<file path="src/rtl/fcfs_req_queue.sv">
// First-come-first-served ordering of four level requests feeding a 4-way arbiter.
// Slot 0 holds the oldest requester that is still active; dropped requesters are squeezed out.
module fcfs_req_queue #(
  parameter int WAIT_W = 8
) (
  input  logic              clk,
  input  logic              resetn,
  input  logic              Rqst0,
  input  logic              Rqst1,
  input  logic              Rqst2,
  input  logic              Rqst3,
  output logic              Head_valid,
  output logic [1:0]        Head_id,
  output logic [2:0]        Count,
  output logic [3:0]        Pending,
  output logic [7:0]        Order,
  output logic [WAIT_W-1:0] Head_wait
);

  // Head_valid/Head_id are a plain level offer: no ready/ack, the arbiter
  // may sample them on any edge and they hold for the whole cycle.

  logic [1:0]        q      [4];
  logic [1:0]        nq     [4];
  logic [2:0]        cnt;
  logic [2:0]        n;
  logic [3:0]        pend;
  logic [3:0]        rq;
  logic [WAIT_W-1:0] hw;
  logic [WAIT_W-1:0] nxt_hw;

  always_comb begin
    rq = {Rqst3, Rqst2, Rqst1, Rqst0};
    for (int i = 0; i < 4; i++) nq[i] = 2'd0;
    n = 3'd0;
    // Retain still-active entries in their existing order, compacted toward slot 0.
    for (int i = 0; i < 4; i++) begin
      if ((3'(i) < cnt) && rq[q[i]]) begin
        nq[n[1:0]] = q[i];
        n          = n + 3'd1;
      end
    end
    // Append newly raised requests in ascending index order; pend mirrors queue membership.
    for (int i = 0; i < 4; i++) begin
      if (rq[i] && !pend[i] && (n < 3'd4)) begin
        nq[n[1:0]] = 2'(i);
        n          = n + 3'd1;
      end
    end
  end

  always_comb begin
    nxt_hw = '0;
    if (n != 3'd0 && cnt != 3'd0 && nq[0] == q[0]) begin
      if (hw != {WAIT_W{1'b1}}) nxt_hw = hw + WAIT_W'(1);
      else                      nxt_hw = hw;
    end
  end

  always_ff @(posedge clk or negedge resetn) begin
    if (!resetn) begin
      for (int i = 0; i < 4; i++) q[i] <= 2'd0;
      cnt  <= 3'd0;
      pend <= 4'd0;
      hw   <= '0;
    end else begin
      for (int i = 0; i < 4; i++) q[i] <= nq[i];
      cnt  <= n;
      pend <= rq;
      hw   <= nxt_hw;
    end
  end

  assign Head_valid = (cnt != 3'd0);
  assign Head_id    = q[0];
  assign Count      = cnt;
  assign Pending    = pend;
  assign Order      = {q[3], q[2], q[1], q[0]};
  assign Head_wait  = hw;

endmodule

</file>
<file path="config.mk">
export PLATFORM = sky130hd
export DESIGN_NAME = fcfs_req_queue
export DESIGN_NICKNAME = d
export VERILOG_FILES = /design/src/rtl/fcfs_req_queue.sv
export SDC_FILE = /design/constraint.sdc
export NUM_CORES = 1
export LEC_CHECK = 0
export CAP_MARGIN = 20
export CORE_MARGIN = 2
export CORE_UTILIZATION = 33
export DETAILED_ROUTE_END_ITERATION = 12
export SETUP_SLACK_MARGIN = 0.4
export SKIP_CTS_REPAIR_TIMING = 1
export SLEW_MARGIN = 5
export SYNTH_ARGS = -nofsm -noshare
export SYNTH_HDL_FRONTEND = slang
export SYNTH_SLANG_ARGS = --single-unit
export TNS_END_PERCENT = 50
</file>
<file path="constraint.sdc">
create_clock -name clk -period 8.36 [get_ports clk]
set_input_delay 2.09 -clock clk [delete_from_list [all_inputs] [get_ports clk]]
set_output_delay 2.09 -clock clk [all_outputs]
set_load 0.03 [all_outputs]
</file>
==> results of run 1 <==
## area by class of cell
| cell class | instances | share of cell area |
|---|---|---|
| Tap cell | 96 | 0.0419 |
| Inverter | 16 | 0.0210 |
| Clock buffer | 3 | 0.0144 |
| Timing Repair Buffer | 43 | 0.142 |
| Sequential cell | 23 | 0.201 |
| Clock inverter | 1 | 0.00175 |
| Multi-Input combinational cell | 213 | 0.578 |
## layout by cell type, fill, tap and decap left out, drive strengths merged, types with 6 or more instances in the layout
cell type and instances:
o211ai 13, nand3 20, buf 12, a21oi 6
clkdlybuf4s50 31, inv 16, nor2 11, and3 9
mux2i 6, dfrtp 23, o21ai 6, nand2 39
nor4 10, ha 21
## through the flow
stage	hold slack (ns)	worst slack, ns	cells	total power [W]
2_1_floorplan	0.754	1.24	260	0.000831
5_1_grt	0.682	0.408	395	0.00125
3_3_place_gp	0.606	0.467	389	0.00102
4_1_cts	0.624	0.588	394	0.00111
6_report	0.619	0.719	395	0.00114
3_5_place_dp	0.612	0.315	390	0.00103
## where the power goes
| group | internal (W) | total, W | leakage (nW) | switching (W) |
|---|---|---|---|---|
| combinational | 0.000366 | 0.000897 | 0.904 | 0.000531 |
| clock | 0.0000334 | 0.0000726 | 0.0255 | 0.0000392 |
| sequential | 0.000136 | 0.000174 | 0.301 | 0.0000379 |
| total | 0.000535 | 0.00114 | 1.23 | 0.000608 |
## registers in the layout, summed over array words and instances, names as in the netlist
register   cells
Head_wait      8
Order          6
Pending        4
Count          3
Head_id        2
## worst min path at each step
stage | startpoint | endpoint | slack (ns)
CTS | Head_wait[5] | Head_wait[5] | 0.62
detailed placement | Head_wait[5] | Head_wait[5] | 0.61
global route | Head_wait[5] | Head_wait[5] | 0.68
finish | Head_wait[5] | Head_wait[5] | 0.62
global placement | Head_wait[5] | Head_wait[5] | 0.61
floorplan | Head_wait[1] | Head_wait[1] | 0.75
## cells in the mapped netlist (3+ instances only)
cell type  instances
and3_1             7
a21oi_1            6
and2_1             4
ha_1              21
nand3_1           20
xnor2_1            3
or3_1              4
inv_1             16
buf_6              3
nor4_1             9
o21ai_0            6
nand4_1            3
nor2_1            11
nand2_1           39
buf_4              3
mux2i_1            6
o211ai_1          11
dfrtp_1           23
a21o_1             3
nor2b_1            3
a21boi_0           3
nand3b_1           3
nand2b_1           4
## worst min-delay path: stages, from the launching register on
cell and delay [ns]:
dfrtp_1 0.41, xor2_1 0.08, nand2_1 0.06, nor4_1 0.04
## metal layers
layer  up-vias  routed length, um  GRT usage
met3        10                297     0.0189
met4         0                111     0.0448
met2        60               3080      0.298
met1      1077               3010      0.236
li1       1034                  -          -
met5         -                  0          0
## cell families (layout without fill, tap and decap cells)
group | after synthesis | after routing | share of synthesized area
and+or+nand+nor | 120 | 120 | 0.281
AOI/OAI and AO/OA | 52 | 52 | 0.180
buffers and inverters | 24 | 63 | 0.0541
DFF | 23 | 23 | 0.249
adders and majority gates | 21 | 21 | 0.114
xor gates and xnor gates | 10 | 10 | 0.0671
muxes | 10 | 10 | 0.0552
==> metrics.md, run 1 <==
| Metric | Value |
|---|---|
| Iter 0 DRT Violations | 173 |
| Endpoints failing setup | 0 |
| Fraction of registers with async set/reset | 1.00 |
| Clock Latency Late Sink | about 0.27 ns |
| Area leader, netlist | dfrtp_1 |
| Count of different cell masters after synthesis | 63 |
| Critical-path maximum fanout | 8 |
| Die Height | 87.7 um |
| Post-route cell area | between 2000 and 3000 um2 |
| Post-layout net count | 327 |
| Largest net degree at the start of global routing | 19 |
| Vias | roughly 2200 |
| Pleak | 1.23 nW |
| Initial Util | 0.341 |
| Initial antenna violation count | 0 |
| CTS tree | yes |
| Vias in the first global route | roughly 2100 |
| Max-Cap Viols | 0 |
| Grt ovf | 0 |
| R2r endpoint | Head_wait[3] |
| Finished Core Util | 0.422 |
| Post-synthesis sequential area ratio | 0.249 |
| Critical Path AT | between 7 and 8 ns |
| Setup Skew | between 0.006 and 0.007 ns |
| CP required | 8.53 ns |
| Clock-pin slew on the worst setup and hold paths | approximately 0.080 ns |
| Hold/Removal Path Class | flop to flop |
| CP endpoint | Head_wait[3] |
| Register-to-register path setup slack | around 2.3 ns |
| Post-synth EDFFs | 0 |
| Yosys reg bits | 23 |
| Fill cell count | about 680 |
| Clk sink count | 23 |
| Routability cong. | just over 0.9 |
| Final hold viol count | 0 |
| Gr usage total | 0.175 |
| Slowest cell on crit path | mux4_2 |
| Worst slew pin tran | slightly below 0.7 ns |
| Mean Syn Cell Area | between 8 and 9 um2 |
| Outcome | finished clean |
| Post-route setup TNS | 0 ns |
| Synth warn | 0 |
| CTS buffer count | 3 |
| Yosys top cell area share | 0.249 |
| Core area | 6790 um2 |
| Rows | 30 |
| Placed cell areas | between 2000 and 3000 um2 |
| Critical path's top delay family | simple AND/OR/NAND/NOR gates |
| Ys flop type | dfrtp_1 |
| Ports | 32 |
| Area of the multi-input gates | approximately 1700 um2 |
| Final worst path period share | 0.914 |
| Buffer and inverter count on the worst path | 3 |
| Post-detail-place hpwl | approximately 5.1 mm |
| Worst Setup Start Kind | input pin |
| Worst Setup End Kind | flop |
| Worst VDD drop | between 0.0001 and 0.00015 V |
| Clk root buf | clkbuf_8 |
| I/O Buffers | 31 |
| Power density over the cells | between 300 and 400 nW/um2 |
| Post-route ant nets | 0 |
| Drt first pass iters | 5 |
| Reg area | between 500 and 600 um2 |
| Area growth from synthesis to layout | 23.8% |
| DRC errors left | 0 |
| Share of layout cells above drive strength 1 | 0.140 |
| FMAX | around 130 MHz |
| Synth area leaders | dfrtp_1 25%, ha_1 11%, nand2_1 6.3% |
| Crit-path max cell delay | roughly 0.55 ns |
| Critical Path, Cell by Cell | clkdlybuf4s50_1 -> mux4_2 -> and2_1 -> ha_2 -> inv_1 -> a21o_1 -> and2_1 -> inv_1 -> ha_1 -> nand3b_1 -> o22ai_4 -> xor2_4 -> nand2_1 -> xnor2_2 -> ha_1 -> o32ai_1 -> nand2_1 -> and2_2 -> ha_1 -> or3_1 -> or3_1 -> o211ai_2 -> xor2_4 -> nor4_1 |
| Vias/cell | around 5.5 |
| Crit path from | Rqst2 |
| Clock Tree Buf Depth | 2 |
| Synth Cell Area | between 2000 and 2500 um2 |
| Max_slew headroom | 0.544 |
| WP depth | 24 |
| H-tree depth | 1 |
| Post-layout min period | about 7.6 ns |
| N_diodes | 0 |
| Die area | between 7000 and 8000 um2 |
| Critical path class | input pin to flop |
| First-pass GRT wire length | 10.7 mm |
| R2R cell count | 23 |
| Worst r2r src | Head_id[0] |
| Die width | just under 90 um |
| RSZ-0062 raised after global routing | no |
| Synth Instances | 260 |
| WL per Instance | 16.5 um |
| Drt total wl | approximately 6.5 mm |
| Hold path depth | 3 |
| Synth Net Count | about 290 |
| Slew Limit Fails | 0 |
| CP most frequent cell | ha_1 |
Note: power is estimated with default switching activity, not from simulation.
==> inputs of run 2 (changes only) <==
--- a/config.mk
+++ b/config.mk
@@ -8,6 +8,7 @@
 export CAP_MARGIN = 20
 export CORE_MARGIN = 2
 export CORE_UTILIZATION = 33
+export CTS_CLUSTER_DIAMETER = 50
 export DETAILED_ROUTE_END_ITERATION = 12
 export SETUP_SLACK_MARGIN = 0.4
 export SKIP_CTS_REPAIR_TIMING = 1
==> results of run 2 <==
No change in the layout: final DEF, timing and power equal those of run 1.
==> inputs of run 3 (changes only) <==
--- a/config.mk
+++ b/config.mk
@@ -8,6 +8,7 @@
 export CAP_MARGIN = 20
 export CORE_MARGIN = 2
 export CORE_UTILIZATION = 33
+export CTS_BUF_LIST = sky130_fd_sc_hd__clkbuf_4 sky130_fd_sc_hd__clkbuf_8
 export CTS_CLUSTER_DIAMETER = 50
 export DETAILED_ROUTE_END_ITERATION = 12
 export SETUP_SLACK_MARGIN = 0.4
==> results of run 3 <==
No change in the layout: final DEF, timing and power equal those of run 1.
